[config.mk]
export PLATFORM = sky130hd
export DESIGN_NAME = ccip_c0_rd_arbiter
export DESIGN_NICKNAME = d
export VERILOG_FILES = /design/src/rtl/ccip_c0_rd_arbiter.sv
export SDC_FILE = /design/constraint.sdc
export NUM_CORES = 1
export LEC_CHECK = 0
export BUFFER_PORTS_ARGS = -buffer_cell sky130_fd_sc_hd__buf_2
export CORE_AREA = 5 5 588 590
export DETAILED_ROUTE_END_ITERATION = 8
export DIE_AREA = 0 0 593 595
export GPL_TIMING_DRIVEN = 0
export HOLD_SLACK_MARGIN = 0.05
export PLACE_DENSITY = 0.33
export SLEW_MARGIN = 15
export SYNTH_ARGS = -nofsm -noshare
export SYNTH_HDL_FRONTEND = slang
export SYNTH_SLANG_ARGS = --single-unit
[constraint.sdc]
create_clock -name clk -period 12.6 [get_ports clk]
set_input_delay 0 -clock clk [delete_from_list [all_inputs] [get_ports clk]]
set_output_delay 0 -clock clk [all_outputs]
set_load 0.05 [all_outputs]
[src/rtl/ccip_c0_rd_arbiter.sv]
// ccip_c0_rd_arbiter: round-robin share of the CCI-P c0 read port,
// with per-requester line credits and mdata-tagged response routing.
module ccip_c0_rd_arbiter #(
  parameter int NUM_REQ    = 4,
  parameter int ID_BITS    = $clog2(NUM_REQ),
  parameter int MAX_LINES  = 64,
  parameter int DATA_WIDTH = 512
) (
  input  logic                    clk,
  input  logic                    reset_n,
  input  logic [NUM_REQ-1:0]      req_valid,
  input  logic [NUM_REQ*74-1:0]   req_hdr,
  output logic [NUM_REQ-1:0]      req_ready,
  input  logic                    c0TxAlmFull,
  output logic                    c0tx_valid,
  output logic [73:0]             c0tx_hdr,
  input  logic                    rx_rspValid,
  input  logic [27:0]             rx_hdr,
  input  logic [DATA_WIDTH-1:0]   rx_data,
  output logic [NUM_REQ-1:0]      rsp_valid,
  output logic [27:0]             rsp_hdr,
  output logic [DATA_WIDTH-1:0]   rsp_data,
  output logic [NUM_REQ*9-1:0]    outstanding
);
  localparam int HW    = 74;
  localparam int ID_LO = 16 - ID_BITS;
  localparam logic [3:0] RSP_RDLINE = 4'h0;
  localparam logic [9:0] MAX_L = 10'(MAX_LINES);

  // cl_len encoding 2'b10 is illegal and costs one line
  function automatic logic [3:0] lines_of(
    input logic [1:0] len
  );
    logic [3:0] n;
    n = 4'd1;
    unique case (1'b1)
      (len == 2'b01): n = 4'd2;
      (len == 2'b11): n = 4'd4;
      default:        n = 4'd1;
    endcase
    return n;
  endfunction

  logic [8:0] cnt_q [NUM_REQ];
  logic [8:0] cnt_d [NUM_REQ];
  logic [ID_BITS-1:0] ptr_q, ptr_d;
  logic c0tx_valid_q, c0tx_valid_d;
  logic [HW-1:0] c0tx_hdr_q, c0tx_hdr_d;
  logic [NUM_REQ-1:0] rsp_valid_q, rsp_valid_d;
  logic [27:0] rsp_hdr_q, rsp_hdr_d;
  logic [DATA_WIDTH-1:0] rsp_data_q, rsp_data_d;

  logic [NUM_REQ-1:0] elig, bad_len, dec;
  logic [3:0] lines [NUM_REQ];
  logic [ID_BITS-1:0] gnt_idx, sel_idx, rsp_id;
  logic found, rsp_rd;
  logic [HW-1:0] gnt_hdr;

  always_comb begin
    for (int i = 0; i < NUM_REQ; i++) begin
      lines[i]   = lines_of(req_hdr[i*HW+68 +: 2]);
      bad_len[i] = req_valid[i] &&
                   (req_hdr[i*HW+68 +: 2] == 2'b10);
      elig[i]    = req_valid[i] &&
                   (({1'b0, cnt_q[i]} + 10'(lines[i]))
                    <= MAX_L);
    end
  end

  always_comb begin
    found   = 1'b0;
    gnt_idx = '0;
    sel_idx = '0;
    for (int k = 0; k < NUM_REQ; k++) begin
      sel_idx = ID_BITS'((int'(ptr_q) + k) % NUM_REQ);
      if (!found && !c0TxAlmFull && elig[sel_idx]) begin
        found   = 1'b1;
        gnt_idx = sel_idx;
      end
    end
    req_ready = '0;
    if (found) req_ready[gnt_idx] = 1'b1;
    ptr_d = ptr_q;
    if (found)
      ptr_d = (int'(gnt_idx) == NUM_REQ-1) ? '0
            : gnt_idx + ID_BITS'(1);
    gnt_hdr = req_hdr[int'(gnt_idx)*HW +: HW];
    gnt_hdr[15:ID_LO] = gnt_idx;
    c0tx_valid_d = found;
    c0tx_hdr_d   = found ? gnt_hdr : c0tx_hdr_q;
  end

  // responses for unknown ids or idle counters are stale; drop them
  always_comb begin
    rsp_id = rx_hdr[15:ID_LO];
    rsp_rd = rx_rspValid && (rx_hdr[19:16] == RSP_RDLINE);
    for (int i = 0; i < NUM_REQ; i++)
      dec[i] = rsp_rd && (rsp_id == ID_BITS'(i)) &&
               (cnt_q[i] != '0);
    rsp_valid_d = dec;
    rsp_hdr_d   = rsp_hdr_q;
    rsp_data_d  = rsp_data_q;
    if (|dec) begin
      rsp_hdr_d = rx_hdr;
      rsp_hdr_d[15:ID_LO] = '0;
      rsp_data_d = rx_data;
    end
    for (int i = 0; i < NUM_REQ; i++) begin
      cnt_d[i] = cnt_q[i] - {8'd0, dec[i]};
      if (found && gnt_idx == ID_BITS'(i))
        cnt_d[i] = cnt_d[i] + {5'd0, lines[i]};
    end
  end

  always_ff @(posedge clk or negedge reset_n) begin
    if (!reset_n) begin
      for (int i = 0; i < NUM_REQ; i++) cnt_q[i] <= '0;
      ptr_q        <= '0;
      c0tx_valid_q <= 1'b0;
      c0tx_hdr_q   <= '0;
      rsp_valid_q  <= '0;
      rsp_hdr_q    <= '0;
      rsp_data_q   <= '0;
    end else begin
      for (int i = 0; i < NUM_REQ; i++) cnt_q[i] <= cnt_d[i];
      ptr_q        <= ptr_d;
      c0tx_valid_q <= c0tx_valid_d;
      c0tx_hdr_q   <= c0tx_hdr_d;
      rsp_valid_q  <= rsp_valid_d;
      rsp_hdr_q    <= rsp_hdr_d;
      rsp_data_q   <= rsp_data_d;
    end
  end

  assign c0tx_valid = c0tx_valid_q;
  assign c0tx_hdr   = c0tx_hdr_q;
  assign rsp_valid  = rsp_valid_q;
  assign rsp_hdr    = rsp_hdr_q;
  assign rsp_data   = rsp_data_q;

  always_comb begin
    for (int i = 0; i < NUM_REQ; i++)
      outstanding[i*9 +: 9] = cnt_q[i];
  end

  a_cl_len: assert property (
    @(posedge clk) disable iff (!reset_n)
    bad_len == '0);

  a_rsp_drop: assert property (
    @(posedge clk) disable iff (!reset_n)
    !(rsp_rd && dec == '0))
    else $warning("c0 rsp dropped, id %0d", rsp_id);

endmodule

==> run_results.csv, run 1 <==
group,metric,value,unit
timing,tns,0,ps
clock_tree,cts_resized,0,
global_routing,grt_pass1_vias,33100,
floorplanning,core,339000,sq um
clock_tree,post-cts-setup-buffers,0,
setup_path,crit_start,"outstanding[1]",
flow_run,maxCapViolCount,0,
timing,slew_viol_final,0,
yosys,syn_area,29100,sq um
setup_path,cp_max_fo,11,
pwr,cellPowerDensity,235,nW/um^2
worst_hold_path,min_from,"rx_data[105]",
route,totalWireLength,268,mm
timing,hold_viol,0,
setup_path,reg2reg_from,"outstanding[1]",
route,vias,31200,
pwr,p_sw_share,51.5,%
floorplanning,dieWidth,593,um
placement,dpl_cell_area,42500,sq um
cells_and_area,layout_commonest_cell,"buf_2",
pwr,seqPwrFrac,25.0,%
yosys,yosysWarnings,0,
yosys,synth_cells,2076,
floorplanning,ios,1503,
yosys,synth.distinct_cells,66,
worst_hold_path,hp-class,"in2reg",
cells_and_area,syn_to_final_growth,102,%
clock_tree,clockBufferDepth,4,
floorplanning,start_util,8.56,%
yosys,ys_seq_area_share,56.4,%
placement,place_congestion,0.950,
placement,hpwlAfterDp,231,mm
setup_path,crit_arrival,6580,ps
clock_tree,cts.sinks,655,
clock_tree,cts_hold_buffers,1301,
route,drtAntennaViolNets,0,
timing,grt_setup_unrepaired,"false",
clock_tree,path_clk_slew,60,ps
clock_tree,cts_root_buffer,"clkbuf_16",
timing,maxSlewHeadroom,21.6,%
cells_and_area,fill_cells,37900,
global_routing,grt_overflow_total,0,
yosys,async_flop_share,100,%
timing,skew,41.7,ps
pwr,ir_worst_vdd,0.172,mV
global_routing,antenna_found_initial,213,
clock_tree,cts_tree,"done",
route,drcViolationCount,0,
timing,period_share,52.3,%
cells_and_area,drive_gt1_share,46.4,%
timing,finalSetupViolations,0,
setup_path,worstSetupStartpointType,"flop",
yosys,synth-main-ff-cell,"dfrtp_1",
setup_path,worst_setup_path_end_kind,"primary output",
global_routing,grt_pass1_wl,339,mm
placement,numPortBuffers,1491,
cells_and_area,fin_util,17.3,%
cells_and_area,stdcell_area,58800,sq um
clock_tree,cts-htree-levels,3,
route,viasPerCell,3.23,
yosys,synth_edf_count,0,
route,drt-initial-drc-count,2094,
setup_path,required,12600,ps
pwr,p_switching,7120,uW
pwr,p_int,6700,uW
yosys,syn_avg_cell_area,14.0,sq um
pwr,total_power,13800,uW
floorplanning,dieArea,353000,sq um
floorplanning,die_h,595,um
route,firstDrtPassIters,5,
setup_path,critical_path_class,"reg2out",
cells_and_area,nets,5863,
route,wl_per_cell,27.7,um
floorplanning,fp-row-count,214,
cells_and_area,final_cell_mix,"1531 x buf_2, 1300 x dlygate4sd3_1, 655 x dfrtp_1, 545 x mux2_2, 128 x mux2i_1",
clock_tree,cts-buffers-inserted,98,
timing,post-route-min-period,6580,ps
timing,max_slew.worst_pin.slew,1180,ps
pwr,combPwrFrac,55.3,%
timing,fmax,152,MHz
global_routing,grt_util_all_layers,14.5,%
clock_tree,insertion_delay,810,ps
status,status,"finished, final reports clean",
pwr,pwr-share-clk,19.8,%
pwr,p_leak,0.0263,uW
global_routing,grt_max_degree,90,
yosys,synth-seq-cells,655,
[cells by family (layout without fill, tap and decap cells)]
family / count (synthesis) / in the layout / share of synthesized area (%)
AOI/OAI and AO/OA: 160 / 160 / 5.71
xor gates and xnor gates: 68 / 68 / 2.05
adders and majority gates: 39 / 39 / 1.66
buffers and inverters: 170 / 3138 / 2.79
DFF: 655 / 655 / 56.4
muxes: 686 / 686 / 26.2
other: 1 / 76 / 0.0129
and+or+nand+nor: 297 / 297 / 5.19
[power by group through the flow]
| stage | clock (uW) | sequential, uW | combinational [uW] |
|---|---|---|---|
| after floorplan | 0 | 6230 | 1630 |
| after global placement | 0 | 3460 | 7080 |
| after detailed placement | 0 | 3470 | 7100 |
| after CTS | 2880 | 3450 | 7770 |
| after global routing | 2930 | 3540 | 8010 |
| final | 2730 | 3450 | 7630 |
[state kept, by name (all words and copies together) (netlist names)]
signal	cells
outstanding	36
c0tx_hdr	74
c0tx_valid	1
rsp_valid	4
rsp_data	512
ptr_q	2
rsp_hdr	26
[worst max-delay path: stages (launching register included)]
cell      delay (ps)
dfrtp_1          470
inv_1            130
xnor2_1          150
ha_1             220
or4_1            530
a221o_1          400
a221oi_4         630
and2_1           240
o211ai_1         140
nor2_1           220
a41o_1           320
buf_2            420
buf_2            530
ha_1             280
clkbuf_1         320
and2_1           290
buf_2            460
[metal layers]
metal	routed length [um]	vias up	global-route usage, %
li1	-	13400	-
met1	105000	15600	17.0
met2	120000	1625	23.3
met3	34100	422	7.58
met4	7930	114	3.78
met5	723	-	0
[final cells by class]
cell class | instances | area, sq um | share of cell area [%]
repair buffers | 2806 | 20800 | 35.4
flip-flops and latches | 655 | 16400 | 27.9
multi-input cells | 1252 | 11900 | 20.2
well taps | 4536 | 5680 | 9.66
clock buffers | 142 | 2840 | 4.83
plain buffers | 122 | 633 | 1.08
clock inverters | 20 | 195 | 0.332
diodes | 74 | 185 | 0.315
inverters | 48 | 180 | 0.307
[cells in the mapped netlist, types with 3 or more instances]
cell type | n | area share (%)
nand2b_1 | 12 | 0.26
or2_2 | 3 | 0.065
a211o_1 | 3 | 0.090
nand3_1 | 26 | 0.45
ha_1 | 36 | 1.6
nand2_1 | 26 | 0.34
nor3_1 | 23 | 0.40
xor2_1 | 24 | 0.72
or4_1 | 6 | 0.16
nand4b_1 | 10 | 0.30
o211ai_1 | 4 | 0.10
a21o_1 | 5 | 0.13
mux2_2 | 545 | 21
and3b_1 | 4 | 0.12
nor4b_1 | 6 | 0.18
clkbuf_1 | 60 | 0.78
o21ai_0 | 19 | 0.33
a221o_1 | 9 | 0.31
dfrtp_1 | 655 | 56
mux2i_1 | 132 | 4.5
a31oi_1 | 8 | 0.17
nor2_1 | 115 | 1.5
inv_1 | 46 | 0.59
a221oi_2 | 63 | 3.3
nand3b_1 | 3 | 0.078
buf_2 | 40 | 0.69
and2_1 | 15 | 0.32
buf_6 | 11 | 0.43
buf_4 | 11 | 0.28
a211oi_1 | 6 | 0.16
mux2_4 | 8 | 0.41
or3_1 | 5 | 0.11
a21oi_1 | 21 | 0.36
xnor2_1 | 44 | 1.3
nor4_1 | 12 | 0.26
nor2b_1 | 11 | 0.24
nand4_1 | 14 | 0.30
[worst paths after layout]
path | end | slack (ps) | depth (start not counted)
setup / recovery | req_ready[3] | 6020 | 16
hold / removal | rsp_data[105] | 110 | 3
setup reg to reg | outstanding[18] | 6440 | 17
hold reg to reg | rsp_hdr[19] | 490 | 1
max in group asynchronous | rsp_data[109] | 10680 | 7
min in group asynchronous | rsp_data[2] | 270 | 4
[through the flow]
stage / hold WS, ps / setup slack (ps) / cells
after floorplan: -296 / 7640 / 2077
after global placement: 231 / -5080 / 8104
after global routing: 69.3 / 5600 / 9608
final: 108 / 6020 / 9655
after detailed placement: -115 / 6640 / 8118
after CTS: 50.2 / 5780 / 9581
Note: power is estimated with default switching activity, not from simulation.
==> run 2, diff against run 1 <==
Settings changed: PLACE_DENSITY 0.33 to 0.34.
Clock period 12.6 ns to 5.55 ns, I/O delays scaled along.
==> run_results.csv, run 2 (synthesis gave the netlist of run 1 again) <==
group,metric,value,unit
floorplanning,fp-row-count,214,
global_routing,grt_pass1_vias,32300,
timing,finalSetupViolations,0,
clock_tree,cts_tree,"done",
timing,hold_viol,0,
route,viasPerCell,3.26,
worst_hold_path,hp-class,"in2reg",
setup_path,worst_setup_path_end_kind,"flop",
floorplanning,ios,1503,
placement,place_congestion,0.909,
floorplanning,dieArea,353000,sq um
timing,whs,117,ps
route,wl_per_cell,30.0,um
route,vias,30900,
global_routing,grt_max_degree,92,
flow_run,maxCapViolCount,0,
route,drcViolationCount,0,
pwr,p_leak,0.0256,uW
cells_and_area,fin_cells,9486,
timing,maxSlewHeadroom,29.3,%
timing,max_slew.worst_pin.slew,1060,ps
global_routing,grt_pass1_wl,357,mm
placement,hpwlAfterDp,250,mm
timing,grt_setup_unrepaired,"false",
cells_and_area,nets,5688,
clock_tree,cts-htree-levels,3,
route,drt-initial-drc-count,1960,
timing,slew_viol_final,0,
cells_and_area,fin_util,16.9,%
status,status,"finished, final reports clean",
timing,period_share,95.6,%
clock_tree,cts_root_buffer,"clkbuf_16",
cells_and_area,layout_commonest_cell,"buf_2",
pwr,ir_worst_vdd,0.414,mV
clock_tree,insertion_delay,820,ps
floorplanning,dieWidth,593,um
timing,fmax,189,MHz
floorplanning,start_util,8.56,%
route,totalWireLength,284,mm
setup_path,cp_max_fo,20,
clock_tree,cts.sinks,655,
pwr,cellPowerDensity,549,nW/um^2
global_routing,antenna_found_initial,319,
global_routing,grt_util_all_layers,15.5,%
timing,skew,82.6,ps
placement,dpl_worst_slack,-104,ps
clock_tree,cts-buffers-inserted,94,
cells_and_area,syn_to_final_growth,97.0,%
cells_and_area,drive_gt1_share,48.6,%
pwr,total_power,31400,uW
setup_path,critical_path_class,"reg2reg",
placement,numPortBuffers,1491,
timing,layout_setup_ws,247,ps
global_routing,grt_overflow_total,0,
floorplanning,die_h,595,um
setup_path,worstSetupStartpointType,"flop",
timing,post-route-min-period,5300,ps
setup_path,crit_arrival,5950,ps
route,firstDrtPassIters,5,
cells_and_area,largest_reg_flops,512,
route,drtAntennaViolNets,0,
cells_and_area,final_cell_mix,"1526 x buf_2, 1127 x dlygate4sd3_1, 654 x dfrtp_1, 545 x mux2_2, 128 x mux2i_1",
clock_tree,clockBufferDepth,4,
placement,dp.cells,8122,
setup_path,required,6190,ps
floorplanning,core,339000,sq um
clock_tree,path_clk_slew,60,ps
==> run 2: cell count changes in the layout (fill, tap and decap cells not counted), sizes merged <==
cell,before,now
clkbuf,202,188
inv,50,49
clkinvlp,3,4
dlygate4sd3,1300,1127
buf,1568,1573
clkinv,13,17
bufinv,2,7
clkdlybuf4s15,0,1
diode,74,77
==> run 2: path summary, 6_finish.rpt <==
path / cells past startpoint / slack (ps) / end / startpoint
min in group asynchronous: 4 / 310 / rsp_data[284] / reset_n
worst min-delay path: 3 / 120 / rsp_data[510] / rx_data[510]
worst min register to register: 1 / 490 / rsp_hdr[16] / rsp_hdr[16]
worst max-delay path: 16 / 250 / c0tx_hdr[24] / outstanding[28]
max in group asynchronous: 8 / 3030 / rsp_data[394] / reset_n
worst max register to register: 16 / 250 / c0tx_hdr[24] / outstanding[28]
==> run 2: power by group <==
part / switching (uW) / internal [uW]
clock: 2540 / 3640
combinational: 12500 / 4910
sequential: 1240 / 6630
total: 16200 / 15200
==> run 2: layout make-up <==
cell class	instances	area, sq um
antenna	77	193
buffer	116	663
clock buffer	132	2660
clock inverter	29	372
fill	38000	282000
inverter	48	184
multi-input combinational	1252	12000
sequential	655	16400
tap	4536	5680
timing repair buffer	2641	19100
==> run 2: what timing repair did <==
action	CTS	global route
resized for setup	17	26
cloned	0	0
pin swaps	1	1
buffers inserted	2	2
hold buffers	1128	0
setup endpoints to repair	6	66
hold endpoints to repair	1043	0
==> run 2: stage by stage <==
| stage | setup TNS (ps) | cell area [sq um] |
|---|---|---|
| 2_1_floorplan | 0 | 29100 |
| 3_5_place_dp | -233 | 42600 |
| 4_1_cts | 0 | 57000 |
| 3_3_place_gp | -9505570 | 42200 |
| 6_report | 0 | 57200 |
| 5_1_grt | 0 | 57100 |
==> run 2: critical path, stage by stage, from the launching register on <==
cell           delay, ps
dfrtp_1              540
inv_1                140
xnor2_1              170
ha_1                 250
or4_1                500
a211oi_1             330
a2bb2oi_2             90
buf_4                160
nor2_4               200
a21oi_1               60
nor4_1               420
a211o_4              240
buf_12               250
buf_6                270
mux2i_1              800
a221oi_2             100
dlygate4sd3_1        600
==> run 2: metal layers <==
metal	global-route usage (%)	vias to the layer above	share of wire, %
li1	-	13100	-
met1	18.4	15400	39
met2	24.9	1622	45
met3	8.55	555	14
met4	2.50	192	2.1
met5	0	-	0.41
==> run 3, diff against run 2 <==
Settings changed: GPL_TIMING_DRIVEN 0 to not set.
==> run_results.csv, run 3 (synthesis gave the netlist of run 1 again) <==
group,metric,value,unit
clock_tree,cts_tree,"done",
clock_tree,path_clk_slew,60,ps
setup_path,path_cells,"inv_1 > xnor2_1 > ha_1 > or4_1 > a221o_1 > a221oi_4 > buf_12 > and2_1 > o211ai_1 > a211oi_2 > a211o_4 > buf_6 > buf_4 > mux2i_1 > dlygate4sd3_1 > a221oi_2 > dlygate4sd3_1",
clock_tree,cts-buffers-inserted,101,
setup_path,reg2reg_from,"outstanding[1]",
timing,slew_viol_final,0,
floorplanning,core,339000,sq um
global_routing,grt_max_degree,129,
cells_and_area,final_cell_mix,"1491 x buf_2, 1266 x dlygate4sd3_1, 655 x dfrtp_1, 545 x mux2_2, 132 x mux2i_1",
global_routing,grt_overflow_total,0,
route,viasPerCell,3.28,
setup_path,r2r_slack,220,ps
pwr,p_leak,0.0261,uW
pwr,combPwrFrac,53.1,%
cells_and_area,fill_cells,37800,
setup_path,cp_max_fo,12,
setup_path,r2r_cells,17,
floorplanning,dieWidth,593,um
placement,hpwlAfterDp,236,mm
pwr,total_power,31100,uW
placement,dpl_worst_slack,706,ps
pwr,pwr-share-clk,21.5,%
status,status,"finished, final reports clean",
cells_and_area,syn_to_final_growth,101,%
setup_path,worstSetupStartpointType,"flop",
global_routing,grt_pass1_wl,346,mm
cells_and_area,largest_reg_flops,512,
placement,place_congestion,0.879,
worst_hold_path,hp-class,"in2reg",
global_routing,antenna_found_initial,427,
floorplanning,die_h,595,um
timing,skew,78.0,ps
floorplanning,dieArea,353000,sq um
setup_path,r2r_end,"c0tx_hdr[46]",
timing,period_share,96.0,%
setup_path,crit_start,"outstanding[1]",
setup_path,critical_path_class,"reg2reg",
global_routing,grt_util_all_layers,15.0,%
global_routing,grt_pass1_vias,31900,
pwr,ir_worst_vdd,0.277,mV
route,drcViolationCount,0,
cells_and_area,layout_commonest_cell,"buf_2",
route,totalWireLength,275,mm
timing,finalSetupViolations,0,
floorplanning,start_util,8.56,%
floorplanning,ios,1503,
pwr,seqPwrFrac,25.4,%
pwr,cellPowerDensity,532,nW/um^2
placement,numPortBuffers,1492,
timing,layout_setup_ws,220,ps
pwr,p_int,15400,uW
route,drt-initial-drc-count,1859,
timing,post-route-min-period,5330,ps
worst_hold_path,min_to,"rsp_hdr[0]",
setup_path,slowest_delay,600,ps
floorplanning,fp-row-count,214,
clock_tree,cts.sinks,655,
cells_and_area,drive_gt1_share,47.2,%
setup_path,cp.depth,17,
placement,dpl_cell_area,42100,sq um
clock_tree,cts_root_buffer,"clkbuf_16",
timing,fmax,188,MHz
pwr,p_switching,15700,uW
cells_and_area,fin_util,17.2,%
cells_and_area,stdcell_area,58500,sq um
clock_tree,cts-htree-levels,3,
worst_hold_path,min_path_cells,3,
worst_hold_path,min_from,"rx_hdr[0]",
setup_path,crit_family,"buffers and inverters",
setup_path,cp_common_cell,"dlygate4sd3_1",
timing,hold_viol,0,
timing,maxSlewHeadroom,22.0,%
cells_and_area,nets,5745,
flow_run,maxCapViolCount,0,
timing,max_slew.worst_pin.slew,1170,ps
timing,tns,0,ps
route,vias,31400,
setup_path,crit_arrival,6000,ps
route,drtAntennaViolNets,0,
setup_path,slowest_stage,"dlygate4sd3_1",
route,wl_per_cell,28.8,um
route,firstDrtPassIters,5,
setup_path,required,6210,ps
clock_tree,clockBufferDepth,4,
clock_tree,insertion_delay,820,ps
setup_path,cp_num_buf_inv,6,
setup_path,worst_setup_path_end_kind,"flop",
pwr,p_sw_share,50.6,%
-- run 3: cell types whose count changed in the layout (fill, tap and decap cells not counted), sizes merged, moves of 2 or more --
cell	delta
dlygate4sd3	+139
clkbuf	-51
buf	-32
diode	+18
bufinv	+4
clkinv	-4
inv	+3
clkinvlp	+2
-- run 3: repair_timing --
action / in CTS / in global routing
gates resized for setup: 0 / 4
endpoints found under the setup margin: 2 / 28
buffers inserted: 3 / 2
hold buffers: 1267 / 0
pin swaps: 1 / 1
cloned: 0 / 0
hold endpoints to repair: 1076 / 0
-- run 3: layer usage --
layer | vias to the layer above | wire length [um] | global-route usage [%]
li1 | 13200 | - | -
met1 | 15400 | 110000 | 17.8
met2 | 1841 | 120000 | 23.7
met3 | 746 | 35800 | 8.32
met4 | 208 | 7900 | 2.88
met5 | - | 1290 | 0
-- run 3: tightest hold or removal path, stage by stage --
cell and delay [ps]:
dlygate4sd3_1 620, buf_2 130, mux2_2 130
-- run 3: how the worst max path moves through the flow --
stage,end,slack [ps]
after floorplan,outstanding[0],590
after global placement,outstanding[35],670
after detailed placement,outstanding[35],710
after CTS,c0tx_hdr[6],30
after global routing,c0tx_hdr[46],-30
final,c0tx_hdr[46],220
-- run 3: layout make-up --
class	instances	area [sq um]	area share (%)
clock inverter	34	494	0.845
antenna	95	238	0.407
inverter	48	180	0.308
multi-input combinational	1252	11900	20.4
tap	4536	5680	9.71
clock buffer	137	2840	4.86
timing repair buffer	2807	20800	35.5
sequential	655	16400	28.0
-- run 3: metrics by stage --
stage	hold WS [ps]	std cells
2_1_floorplan	-296	2077
3_3_place_gp	142	8026
3_5_place_dp	148	8026
4_1_cts	50.2	9467
5_1_grt	66.9	9508
6_report	104	9564
-- run 3: power groups by stage --
stage | Sequential, uW | Clock [uW] | Combinational (uW)
after floorplan | 14100 | 0 | 3700
after CTS | 7880 | 7060 | 16800
after global placement | 7880 | 0 | 15400
after global routing | 8110 | 7160 | 17400
after detailed placement | 7930 | 0 | 15500
final | 7890 | 6700 | 16500
